--- src/rtl/uart_text_feeder.sv ---
// rtl/uart_text_feeder.sv - UART receiver, byte FIFO and paced CHAR/WE strobe generator
//
// Receives 8N1 bytes on RX, queues them and hands them to the text driver
// as single-cycle CHAR/WE strobes spaced at least WE_GAP cycles apart.
//
// Ports:
//   CLK_50MHz  in   system clock, rising edge
//   RESET      in   asynchronous active-high reset
//   RX         in   UART serial input, idle high, asynchronous
//   CHAR       out  [7:0] character, held between strobes
//   WE         out  one-cycle write strobe for CHAR
//   FRAME_ERR  out  sticky: a stop bit was sampled low
//   OVERFLOW   out  sticky: a received byte was dropped on a full FIFO

module uart_text_feeder #(
    parameter int CLK_HZ     = 50000000,
    parameter int BAUD       = 115200,
    parameter int FIFO_DEPTH = 16,
    parameter int WE_GAP     = 4800
) (
    input  logic       CLK_50MHz,
    input  logic       RESET,
    input  logic       RX,
    output logic [7:0] CHAR,
    output logic       WE,
    output logic       FRAME_ERR,
    output logic       OVERFLOW
);

    localparam int DIV  = CLK_HZ / BAUD;
    localparam int HALF = DIV / 2;
    localparam int TW   = $clog2(DIV + 1);
    localparam int AW   = $clog2(FIFO_DEPTH);
    localparam int GW   = $clog2(WE_GAP + 1);

    localparam logic [TW-1:0] T_HALF = TW'(HALF - 1);
    localparam logic [TW-1:0] T_FULL = TW'(DIV - 1);
    localparam logic [GW-1:0] G_LOAD = GW'(WE_GAP - 1);
    localparam logic [AW:0]   P_FULL = (AW + 1)'(FIFO_DEPTH);

    typedef enum logic [1:0] {
        ST_IDLE,
        ST_START,
        ST_DATA,
        ST_STOP
    } state_t;

    // Synchronizer
    logic r_rx_meta;
    logic r_rxs;

    always_ff @(posedge CLK_50MHz or posedge RESET) begin
        if (RESET) begin
            r_rx_meta <= 1'b1;
            r_rxs     <= 1'b1;
        end else begin
            r_rx_meta <= RX;
            r_rxs     <= r_rx_meta;
        end
    end

    // Receiver FSM
    state_t        r_state;
    logic [TW-1:0] r_tcnt;
    logic [2:0]    r_bidx;
    logic [7:0]    r_shift;

    always_ff @(posedge CLK_50MHz or posedge RESET) begin
        if (RESET) begin
            r_state   <= ST_IDLE;
            r_tcnt    <= '0;
            r_bidx    <= '0;
            r_shift   <= '0;
            FRAME_ERR <= 1'b0;
        end else begin
            case (r_state)
                ST_IDLE: begin
                    if (!r_rxs) begin
                        r_state <= ST_START;
                        r_tcnt  <= '0;
                    end
                end
                ST_START: begin
                    if (r_tcnt == T_HALF) begin
                        r_tcnt <= '0;
                        r_bidx <= '0;
                        // A line that is high again at mid start bit was a glitch
                        r_state <= r_rxs ? ST_IDLE : ST_DATA;
                    end else begin
                        r_tcnt <= r_tcnt + TW'(1);
                    end
                end
                ST_DATA: begin
                    if (r_tcnt == T_FULL) begin
                        r_tcnt  <= '0;
                        r_shift <= {r_rxs, r_shift[7:1]};
                        if (r_bidx == 3'd7) begin
                            r_state <= ST_STOP;
                        end else begin
                            r_bidx <= r_bidx + 3'd1;
                        end
                    end else begin
                        r_tcnt <= r_tcnt + TW'(1);
                    end
                end
                ST_STOP: begin
                    if (r_tcnt == T_FULL) begin
                        r_tcnt  <= '0;
                        r_state <= ST_IDLE;
                        if (!r_rxs) begin
                            FRAME_ERR <= 1'b1;
                        end
                    end else begin
                        r_tcnt <= r_tcnt + TW'(1);
                    end
                end
                default: r_state <= ST_IDLE;
            endcase
        end
    end

    // FIFO
    logic [7:0] r_mem [FIFO_DEPTH];
    logic [AW:0] r_wptr;
    logic [AW:0] r_rptr;
    logic [AW:0] w_count;
    logic        w_empty;
    logic        w_full;
    logic        w_push_req;
    logic        w_push;
    logic        w_pop;
    logic [GW-1:0] r_gcnt;

    assign w_count    = r_wptr - r_rptr;
    assign w_empty    = (w_count == '0);
    assign w_full     = (w_count == P_FULL);
    assign w_push_req = (r_state == ST_STOP) && (r_tcnt == T_FULL) && r_rxs;
    assign w_pop      = (r_gcnt == '0) && !w_empty;
    // A pop in the same cycle frees the slot the push needs
    assign w_push     = w_push_req && (!w_full || w_pop);

    always_ff @(posedge CLK_50MHz) begin
        if (w_push) begin
            r_mem[r_wptr[AW-1:0]] <= r_shift;
        end
    end

    always_ff @(posedge CLK_50MHz or posedge RESET) begin
        if (RESET) begin
            r_wptr   <= '0;
            r_rptr   <= '0;
            OVERFLOW <= 1'b0;
        end else begin
            if (w_push) begin
                r_wptr <= r_wptr + (AW + 1)'(1);
            end
            if (w_pop) begin
                r_rptr <= r_rptr + (AW + 1)'(1);
            end
            if (w_push_req && !w_push) begin
                OVERFLOW <= 1'b1;
            end
        end
    end

    // Pacer
    always_ff @(posedge CLK_50MHz or posedge RESET) begin
        if (RESET) begin
            r_gcnt <= '0;
            CHAR   <= 8'h00;
            WE     <= 1'b0;
        end else begin
            if (w_pop) begin
                CHAR   <= r_mem[r_rptr[AW-1:0]];
                WE     <= 1'b1;
                r_gcnt <= G_LOAD;
            end else begin
                WE <= 1'b0;
                if (r_gcnt != '0) begin
                    r_gcnt <= r_gcnt - GW'(1);
                end
            end
        end
    end

endmodule

--- config.mk ---
export PLATFORM = sky130hd
export DESIGN_NAME = uart_text_feeder
export DESIGN_NICKNAME = d
export VERILOG_FILES = /design/src/rtl/uart_text_feeder.sv
export SDC_FILE = /design/constraint.sdc
export NUM_CORES = 1
export LEC_CHECK = 0
export BUFFER_PORTS_ARGS = -buffer_cell sky130_fd_sc_hd__buf_2
export CAP_MARGIN = 20
export CORE_ASPECT_RATIO = 0.6
export CORE_UTILIZATION = 45
export DETAILED_ROUTE_END_ITERATION = 12
export GPL_TIMING_DRIVEN = 0
export REMOVE_ABC_BUFFERS = 1
export SETUP_SLACK_MARGIN = 0.02
export SLEW_MARGIN = 15
export SYNTH_ARGS = -nofsm -noshare
export SYNTH_HDL_FRONTEND = slang
export SYNTH_SLANG_ARGS = --single-unit
export TNS_END_PERCENT = 50
--- constraint.sdc ---
create_clock -name CLK_50MHz -period 6.2 [get_ports CLK_50MHz]
set_input_delay 0.31 -clock CLK_50MHz [delete_from_list [all_inputs] [get_ports CLK_50MHz]]
set_output_delay 0.31 -clock CLK_50MHz [all_outputs]
set_load 0.05 [all_outputs]
After elaboration in Yosys (flattened, before gate mapping)
Memories as Yosys holds them, arrays and structs flattened. A register that Yosys moved wholly into a read port is not among the register bits.
Cells that the tools add are included.
Word-level totals
  flip-flop bits (word level): 50
  RAM bits: 128
  logic and storage cells: 73
  memories: 1
  bits of input ports: 3
  output and inout bits: 11
Memories
  r_mem: depth 16, bits a word 8, read ports 1, clocked after Yosys merged registers in 1, write ports 1, line 123  | logic [7:0] r_mem [FIFO_DEPTH];
Operators by class
  equal/unequal tests: 13
  bitwise gates (word level): 1
  reduce and logical (&&, ||, !) cells: 20
  muxes and demuxes: 20
  add/subtract/negate cells: 6
Operators with widths (count)
  2-to-1 mux 9 bit: 3
  case mux 9 bit (3 select lines): 1
  2-to-1 mux 13 bit: 2
  zero test 13 bit: 1
  nonzero test 13 bit: 1
  subtractor 13 x 1 -> 13 bit (second input constant): 1
  2-to-1 mux 2 bit: 6
  != test 2 bit (second input constant): 6
  adder 5 x 1 -> 5 bit (second input constant): 2
  adder 9 x 1 -> 9 bit (second input constant): 1
  == test 9 x 8 -> 1 bit (second input constant): 1
  == test 9 bit (second input constant): 1
  2-to-1 mux 3 bit: 3
  case mux 2 bit (4 select lines): 1
  case mux 3 bit (2 select lines): 1
  == test 5 bit (second input constant): 1
  logical AND 1 bit: 5
  zero test 5 bit: 1
  AND reduction 5 bit: 1
  subtractor 5 bit: 1
  == test 2 bit (second input constant): 2
  AND reduction 4 bit: 1
  nonzero test 2 bit: 2
  adder 3 x 1 -> 3 bit (second input constant): 1
  other kinds (10): 14

Depth between registers and ports, before layout
Gate-level depths: netlist of the first run.
  depth after elaboration: 8
  gate-level depth with buffers: 12
  mapped depth without buffers: 8

Least setup slack after synthesis of the first run
No wires, ideal clock.
  path kind: reg-to-reg
  from: register r_rptr[1]
  to: memory r_mem[10][0], enable pin
  cell stages (with the launch flop): 12
  setup slack: 2.925 ns
  arrival time: 2.905 ns
  clock period less this slack: 3.275 ns
  buffers on the path: 3
  data required time: 5.830 ns
  library setup time: 0.370 ns
  cell sequence: dfrtp_1 > clkbuf_1 > clkbuf_1 > clkinv_1 > ha_1 > nand2b_1 > a21oi_1 > nor2_1 > xnor2_1 > o21ai_4 > buf_6 > nor2_1
Between the ends
  word-level cells in the longest chain between the ends: 8
  elaborated cells on any way between the ends: 10
  those cells by class: add/sub (1); eq/ne (1); mux (2); reduce/logical (6)
Ends and longest elaborated chain
  from (decl): line 125  | logic [AW:0] r_rptr;
  from (signal assigned): line 158  | r_rptr <= r_rptr + (AW + 1)'(1);
  subtractor 5 bit (*): line 134  | assign w_count = r_wptr - r_rptr;
  zero test 5 bit: line 135  | assign w_empty = (w_count == '0);
  zero test 1 bit: line 138  | assign w_pop = (r_gcnt == '0) && !w_empty;
  logical AND 1 bit: line 138
  logical OR 1 bit (*): line 140  | assign w_push = w_push_req && (!w_full || w_pop);
  logical AND 1 bit (*): line 140
  2-to-1 mux 1 bit (*): line 143  | if (w_push) begin
  2-to-1 mux 1 bit (not written as such) (*): line 144  | r_mem[r_wptr[AW-1:0]] <= r_shift;
  to (decl): line 123
Mark *: on every way between the ends. The rest lies on a longest branch, timed or not.

Worst setup path in the final report of the first run
  from: register r_rptr[1]
  to: memory r_mem[5][2], enable pin
Same word-level chain as after synthesis.

==> flow_metrics.tcl, run 1 <==
set metrics [dict create \
    placed_cells 770 \
    place_area_sq_um 8263 \
    place.gp.congestion 0.7807 \
    fin_nets 576 \
    grt_overflow_total 0 \
    cts_sinks 186 \
    final-setup-viol-count 0 \
    core_area_sq_um 17220 \
    clk_latency_ns 0.43 \
    ys.flop_type "edfxtp_1" \
    fin_setup_tns_ns 0 \
    drc 0 \
    cts_max_level 4 \
    synth_top_cell_by_area "edfxtp_1" \
    area_delta_synth_final_pct 11.78 \
    cts_tree "yes" \
    final_common_cell "edfxtp_1" \
    syn_area_sq_um 7943 \
    ant_nets 0 \
    drt_iter0_drc 318 \
    netlist-cell-type-count 60 \
    hold_viol 0 \
    post_cts_resize_count 0 \
    dr_wl_met3_mm 1.175 \
    crit_required_ns 6.25 \
    grt_pass1_wl_mm 24.75 \
    clock_skew_ns 0.01079 \
    first_global_vias 4317 \
    max_stage_delay_ns 0.83 \
    initial_core_util_pct 46.12 \
    synth_top_family_by_area "multiplexers" \
    maxCapViolations 0 \
    stdcell_count 804 \
    dieArea_sq_um 18200 \
    synth_adder_area_share_pct 2.520 \
    synth_top_area_share_pct 48.39 \
    drv_slew 0 \
    layout_setup_ws_ns 2.203 \
    wire_per_inst_microns 19.41 \
    r2r_setup_slack_ns 2.20 \
    top_layer "met4" \
    grt_max_degree 41 \
    cellLeakagePower_nw 2.981 \
    vias 4273 \
    clockBufferDepth 2 \
    tightest_slew_ns 0.9158 \
    post-route-period-util_pct 64.47 \
    synth_async_sr_flop_share_pct 31.18 \
    antenna-diode-count 0 \
    root_buffer "clkbuf_16" \
    p_total_w 0.002431 \
    postCtsSetupBuffers 0 \
    viasPerCell 5.315 \
    synth-simple-area-share_pct 9.909 \
    totalWireLength_mm 15.61 \
    crit_chain "clkinv_1, ha_1, nand2b_1, a21oi_1, nor2_1, xnor2_1, o21ai_4, nor2_1" \
    row_count 37 \
    path_clk_slew_ns 0.07 \
    powerDensity_nw_per_um2 273.8 \
    final_cell_mix "edfxtp_1, nand2_1, dfrtp_1, nor2_1, mux4_2" \
    syn_inst 542 \
    final_area_sq_um 8879 \
    ys_top_cells_by_area "edfxtp_1, dfrtp_1, mux4_2" \
    ys.warnings.count 0 \
    dp_slack_ns 1.864 \
    synth-edff-count 128 \
    crit_path_end_kind "flip-flop" \
    crit_path_max_fanout 28 \
    firstDrtPassIters 5 \
    ir_drop_v 0.0001786 \
    status "complete, no violations" \
    numPortBuffers 13 \
    rsz0062_at_grt "no" \
    die_x_microns 173.5 \
    synth_xor_area_share_pct 2.205 \
    fmaxAchievable_mhz 250.2 \
    relSlewSlack_pct 38.47 \
    drive_above_1_share_pct 18.07 \
    post-route-min-period_ns 3.997 \
    cpMaxStageDelayCell "dfrtp_2" \
    hold_buffers 2 \
    crit_arrival_ns 4.05 \
    crit_type "reg2reg" \
    avgSynthCellArea_sq_um 14.65 \
    synth.area.mux_share_pct 10.79 \
    ys_ff_latch 186 \
    dp_hpwl_mm 9.983 \
    die_h_microns 104.9 \
    antenna_found_initial 0 \
    drt-met1-wl_mm 7.596 \
    synth_compound_area_share_pct 5.766 \
    crit_top_cell "nor2_1" \
    startpoint_type "flip-flop" \
    wl_met2_mm 6.775 \
    grt_usage_pct 18.65 \
    hold_class "reg2reg" \
    yosysSeqAreaShare_pct 66.70 \
    cts_inserted_buffers 17 \
    io_pins 14 \
]
## power breakdown
group / internal, W / switching (W) / total [W]
logic: 0.00000335 / 0.00000895 / 0.0000123
registers: 0.00132 / 0.000000516 / 0.00132
clock network: 0.000645 / 0.000457 / 0.00110
## path summary, 6_finish.rpt
kind                       startpoint  cells past startpoint          end
max in group asynchronous       RESET                      4    r_rptr[0]
min in group asynchronous       RESET                      3    r_tcnt[4]
hold / removal              r_rx_meta                      0        r_rxs
setup reg to reg            r_rptr[1]                      8  r_mem[5][2]
hold reg to reg             r_rx_meta                      0        r_rxs
setup / recovery            r_rptr[1]                      8  r_mem[5][2]
## synth_stat cells, types with 8 or more instances
library cell / count
ha_1: 16
o21ai_1: 8
mux2_2: 8
nand2_1: 74
o21ai_0: 17
dfrtp_1: 56
nor2_1: 34
edfxtp_1: 128
xnor2_1: 14
nand3_1: 10
mux4_2: 32
a21oi_1: 24
buf_2: 8
inv_1: 18
clkbuf_1: 11
## state kept, by name (all words and copies together), names as in the netlist, 3 cells and up, named ones only
name and cells:
CHAR 8, r_wptr 5, r_tcnt 9, r_shift 8
r_gcnt 13, r_rptr 5, r_mem 128, r_bidx 3
## logic make-up (layout without fill, tap and decap cells)
family | count (synthesis) | count (layout)
fa+ha+maj | 16 | 16
simple gates | 162 | 162
mux | 44 | 44
buf+inv | 40 | 68
xor+xnor | 20 | 20
compound gates | 74 | 74
flops | 186 | 186
## critical path, delay by kind of cell (launching register included)
kind	cells	cell delay (ns)
AOI/OAI and AO/OA	2	0.37
xor gates and xnor gates	1	0.46
adders and majority gates	1	0.47
buffers and inverters	1	0.56
DFF	1	0.83
and+or+nand+nor	3	0.91
## layer usage
metal,GRT usage [%],vias to the layer above
met5,0,-
met4,5.689,0
met3,5.058,5
met2,26.51,93
met1,27.84,2136
li1,-,2039
## metrics by stage
stage / hold slack, ns / utilization (%)
floorplan: 0.3145 / -
global placement: 0.3462 / 47.64
detailed placement: 0.2868 / 47.98
CTS: 0.3579 / 51.55
global route: 0.3649 / 51.55
finish: 0.3566 / 51.55
## final cells by class
cell class | instances | area (sq um)
inverter | 19 | 73.82
clock inverter | 11 | 143.9
sequential | 186 | 5304
multi-input combinational | 316 | 2486
tap | 234 | 292.8
clock buffer | 21 | 450.4
timing repair buffer | 17 | 127.6
fill | 1433 | 8343
No activity file was read; power rests on OpenSTA's default activity.
==> inputs of run 2 (changes only) <==
clock period = 3.7 ns   (was 6.2 ns; I/O delays follow)
==> flow_metrics.tcl, run 2 (same netlist as run 1, synthesis figures left out) <==
set metrics [dict create \
    status "complete, no violations" \
    rsz0062_at_grt "no" \
    first_global_vias 4331 \
    grt_pass1_wl_mm 24.78 \
    totalWireLength_mm 15.65 \
    fin_nets 576 \
    cp_num_cells 8 \
    startpoint "r_rptr[2]" \
    tightest_slew_ns 0.9034 \
    final-setup-viol-count 0 \
    cts_sinks 186 \
    post-route-period-util_pct 93.12 \
    clock_skew_ns 0.009785 \
    largest_reg_flops 128 \
    clkPwrFrac_pct 45.4 \
    final_cell_mix "edfxtp_1, nand2_1, dfrtp_1, mux4_2, a21oi_1" \
    die_h_microns 104.9 \
    die_x_microns 173.5 \
    clockBufferDepth 2 \
    area_delta_synth_final_pct 12.40 \
    core_area_sq_um 17220 \
    nFillCells 1433 \
    grt_max_degree 41 \
    p_total_w 0.004076 \
    crit_required_ns 3.77 \
    fin_setup_tns_ns 0 \
    cellLeakagePower_nw 2.979 \
    reg2reg_from "r_rptr[2]" \
    r2r_cells 8 \
    dieArea_sq_um 18200 \
    relSlewSlack_pct 39.31 \
    cts_inserted_buffers 17 \
    fmaxAchievable_mhz 290.2 \
    hold_viol 0 \
    stdcell_count 804 \
    antenna-diode-count 0 \
    hold_class "in2async" \
    drt_iter0_drc 326 \
    drc 0 \
    max_stage_delay_ns 0.66 \
    cts_tree "yes" \
    crit_path_end_kind "flip-flop" \
    crit_arrival_ns 3.51 \
    grt_usage_pct 18.67 \
    viasPerCell 5.368 \
    root_buffer "clkbuf_16" \
    io_pins 14 \
    powerDensity_nw_per_um2 456.6 \
    crit_type "reg2reg" \
    cp.buffers_inverters 1 \
    cts_max_level 4 \
    path_delay_family "flip-flops" \
    wire_per_inst_microns 19.47 \
    dp_slack_ns -0.6357 \
    firstDrtPassIters 5 \
    postCtsSetupBuffers 0 \
    drive_above_1_share_pct 20.88 \
    ant_nets 0 \
    crit_chain "inv_1, ha_1, o21ai_0, a21oi_1, nor2_1, xnor2_1, o21ai_4, nor2_2" \
    cpMaxStageDelayCell "dfrtp_4" \
    dp_hpwl_mm 9.983 \
    vias 4316 \
    path_clk_slew_ns 0.07 \
    pwr-share-comb_pct 0.5 \
    swShare_pct 19.25 \
    pwr-share-seq_pct 54.1 \
    numPortBuffers 13 \
    crit_path_max_fanout 25 \
    final_common_cell "edfxtp_1" \
    maxCapViolations 0 \
    initial_core_util_pct 46.12 \
    antenna_found_initial 0 \
    placed_cells 770 \
    startpoint_type "flip-flop" \
    p_int_w 0.003291 \
    drv_slew 0 \
    post-route-min-period_ns 3.445 \
    grt_overflow_total 0 \
    layout_setup_ws_ns 0.2546 \
    place.gp.congestion 0.7807 \
    ir_drop_v 0.0002986 \
    clk_latency_ns 0.43 \
    row_count 37 \
    netSwitchingPower_w 0.0007848 \
]
[run 2: cell counts in the layout (fill, tap and decap cells not counted)]
No cell type changed its count.
[run 2: per-layer routing]
layer | vias to the layer above | GRT usage, % | share of wire, %
met5 | - | 0 | 0
met2 | 67 | 26.48 | 43
met3 | 11 | 5.058 | 6.0
li1 | 2040 | - | -
met4 | 0 | 5.689 | 0.50
met1 | 2198 | 27.92 | 50
[run 2: worst reg2reg max path, cell delays in order, from the launching register on]
cell and delay, ns:
dfrtp_4 0.66, inv_1 0.37, ha_1 0.43, o21ai_0 0.11
a21oi_1 0.13, nor2_1 0.06, xnor2_1 0.46, o21ai_4 0.30
nor2_2 0.55
[run 2: power by group through the flow]
stage	logic [W]	clock network, W	registers (W)
2_1_floorplan	0.00000990	0	0.00225
3_3_place_gp	0.0000157	0	0.00225
3_5_place_dp	0.0000206	0	0.00225
4_1_cts	0.0000224	0.00188	0.00221
5_1_grt	0.0000242	0.00197	0.00220
6_report	0.0000208	0.00185	0.00221
[run 2: repair_timing]
action	4_1_cts	5_1_grt
hold endpoints to repair	19	0
endpoints found under the setup margin	130	120
gates resized for setup	17	3
hold buffers	2	0
[run 2: layout make-up]
type / count / area [sq um] / share of cell area (%)
Timing Repair Buffer: 17 / 127.6 / 1.430
Clock inverter: 11 / 143.9 / 1.612
Multi-Input combinational cell: 316 / 2529 / 28.33
Tap cell: 234 / 292.8 / 3.280
Inverter: 19 / 75.07 / 0.8409
Sequential cell: 186 / 5309 / 59.47
Clock buffer: 21 / 450.4 / 5.046
[run 2: final timing paths]
| kind | end | slack [ns] |
|---|---|---|
| max in group asynchronous | r_rptr[0] | 2.92 |
| min in group CLK_50MHz | r_rxs | 0.36 |
| worst min register to register | r_rxs | 0.36 |
| worst max register to register | r_mem[5][3] | 0.25 |
| worst min-delay path | r_tcnt[4] | 0.25 |
| worst max-delay path | r_mem[5][3] | 0.25 |
[run 2: through the flow]
step / hold WS [ns] / area (sq um) / util [%]
6_report: 0.2522 / 8927 / 51.84
5_1_grt: 0.2766 / 8927 / 51.84
4_1_cts: 0.2450 / 8917 / 51.78
3_5_place_dp: 0.1618 / 8263 / 47.98
3_3_place_gp: 0.2958 / 8204 / 47.64
2_1_floorplan: 0.1895 / 7846 / -
==> inputs of run 3 (changes only) <==
ABC_AREA = 1   (was default)
==> flow_metrics.tcl, run 3 <==
set metrics [dict create \
    status "complete, no violations" \
    crit_required_ns 3.76 \
    largest_reg_flops 128 \
    yosys-top-cells-count "nand2_1, edfxtp_1, nand3_1, inv_1, nor2_1" \
    synth_async_sr_flop_share_pct 31.18 \
    syn_area_sq_um 8552 \
    wire_per_inst_microns 16.46 \
    die_x_microns 180.0 \
    fmaxAchievable_mhz 295.4 \
    drc 0 \
    tightest_slew_ns 0.8446 \
    ir_drop_v 0.0003605 \
    drt_iter0_drc 645 \
    final-setup-viol-count 0 \
    final_common_cell "nand2_1" \
    netlist-cell-type-count 38 \
    clk_latency_ns 0.43 \
    layout_setup_ws_ns 0.3142 \
    vias 5761 \
    postCtsSetupBuffers 0 \
    fin_nets 921 \
    synth-edff-count 128 \
    hold_viol 0 \
    crit_arrival_ns 3.45 \
    ant_nets 0 \
    cts_inserted_buffers 17 \
    viasPerCell 4.988 \
    clockBufferDepth 2 \
    cts_sinks 186 \
    ys.flop_type "edfxtp_1" \
    cts_max_level 4 \
    ys.warnings.count 0 \
    fin_setup_tns_ns 0 \
    grt_overflow_total 0 \
    path_clk_slew_ns 0.07 \
    crit_path_max_fanout 36 \
    firstDrtPassIters 5 \
    row_count 38 \
    relSlewSlack_pct 43.69 \
    first_global_vias 5405 \
    grtUsageMet3_pct 3.874 \
    crit_path_end_kind "flip-flop" \
    io_pins 14 \
    synth_top_cell_by_area "edfxtp_1" \
    rsz0062_at_grt "no" \
    numPortBuffers 13 \
    yosysSeqAreaShare_pct 61.95 \
    post-route-period-util_pct 91.51 \
    maxCapViolations 0 \
    avgSynthCellArea_sq_um 9.555 \
    grt_usage_pct 20.71 \
    ys_ff_latch 186 \
    hold_class "reg2reg" \
    grt_max_degree 66 \
    die_h_microns 108.8 \
    area_delta_synth_final_pct 10.62 \
    dp_slack_ns -0.3857 \
    grt.met2_usage_pct 27.43 \
    cellLeakagePower_nw 3.939 \
    grt_busiest_layer "met1" \
    grt_pass1_wl_mm 30.21 \
    powerDensity_nw_per_um2 422.9 \
    cts_tree "yes" \
    dieArea_sq_um 19580 \
    final_cell_mix "nand2_1, edfxtp_1, nand3_1, inv_1, dfrtp_1" \
    synthMostInstantiatedCell "nand2_1" \
    gr-usage-met1_pct 33.16 \
    max_stage_delay_ns 0.49 \
    crit_chain "buf_12, inv_2, ha_1, nand2_1, nand2_1, nand2_1, nand2_1, nand2_1, nand2_1, nand3_2, nand3_4, nor2_2" \
    syn_inst 895 \
    clock_skew_ns 0.01178 \
    drv_slew 0 \
    drive_above_1_share_pct 9.945 \
    antenna-diode-count 0 \
    crit_type "reg2reg" \
    root_buffer "clkbuf_16" \
    totalWireLength_mm 19.01 \
    synth_top_area_share_pct 44.95 \
    startpoint_type "flip-flop" \
    ys_top_cells_by_area "edfxtp_1, dfrtp_1, nand2_1" \
    crit_top_cell "nand2_1" \
    initial_core_util_pct 46.60 \
    core_area_sq_um 18350 \
    antenna_found_initial 0 \
    post-route-min-period_ns 3.386 \
    cpMaxStageDelayCell "dfrtp_2" \
    nFillCells 1633 \
    dp_hpwl_mm 11.99 \
    place.gp.congestion 0.8339 \
]
==> run 3: cell count changes in the layout (fill, tap and decap cells not counted), moves of 6 or more <==
| cell | before | now |
|---|---|---|
| a21oi_1 | 24 | 9 |
| and3_1 | 6 | 0 |
| inv_1 | 17 | 69 |
| mux2_2 | 8 | 0 |
| mux4_2 | 32 | 0 |
| nand2_1 | 74 | 366 |
| nand2b_1 | 6 | 0 |
| nand3_1 | 10 | 77 |
| nor2_1 | 19 | 42 |
| xnor2_1 | 14 | 6 |
==> run 3: cells by family after synthesis <==
family / share of synthesized area [%]
adders and majority gates: 2.341
and+or+nand+nor: 25.78
AOI/OAI and AO/OA: 2.824
xor gates and xnor gates: 1.741
DFF: 61.95
buffers and inverters: 5.369
==> run 3: report_power, final <==
part / internal (W) / leakage [nW] / switching (W)
Clock: 0.00100 / 0.290 / 0.000778
Combinational: 0.00000245 / 1.98 / 0.0000134
Sequential: 0.00220 / 1.66 / 0.000000533
==> run 3: routing by layer <==
| metal | up-vias | part of all wire, % | wire length [microns] |
|---|---|---|---|
| met2 | 138 | 40 | 7585 |
| met3 | 26 | 5.3 | 1004 |
| met1 | 2681 | 53 | 10130 |
| met5 | - | 0 | 0 |
| li1 | 2916 | - | - |
| met4 | 0 | 1.5 | 289 |
==> run 3: final cells by class <==
cell class                      instances  area, sq um  area share, %
Multi-Input combinational cell        602         2845          30.08
Clock buffer                           21        481.7          5.092
Sequential cell                       186         5304          56.06
Inverter                               77        294.0          3.108
Tap cell                              240        300.3          3.174
Clock inverter                         11        91.34         0.9655
Timing Repair Buffer                   18        143.9          1.521
==> run 3: final timing paths <==
kind	from	endpoint	slack [ns]	depth (start not counted)
worst min register to register	r_rx_meta	r_rxs	0.36	0
worst min-delay path	r_rx_meta	r_rxs	0.36	0
max in group asynchronous	RESET	r_rptr[0]	2.72	3
worst max-delay path	r_rptr[1]	r_mem[10][3]	0.31	12
min in group asynchronous	RESET	CHAR[5]	0.44	3
worst max register to register	r_rptr[1]	r_mem[10][3]	0.31	12
==> run 3: critical path, delay by kind of cell, from the launching register on <==
kind,cells,cell delay (ns)
simple gates,9,1.48
flops,1,0.49
fa+ha+maj,1,0.36
buf+inv,2,0.65
==> run 3: timing repair <==
| item | CTS | global route |
|---|---|---|
| endpoints found under the hold margin | 57 | 0 |
| pin swaps | 0 | 0 |
| setup endpoints to repair | 128 | 112 |
| hold buffers | 2 | 0 |
| gates resized for setup | 4 | 15 |
==> run 3: stage by stage <==
step           utilization (%)  total power, W  cell area [sq um]  cells  hold WS (ns)
6_report                 51.55        0.004001               9460   1155        0.3573
5_1_grt                  51.55        0.004113               9460   1155        0.3616
4_1_cts                  51.29        0.004031               9413   1154        0.3599
3_5_place_dp             47.98        0.002265               8805   1120        0.2912
3_3_place_gp             47.66        0.002264               8747   1118        0.2905
2_1_floorplan                -        0.002259               8382    865        0.1895
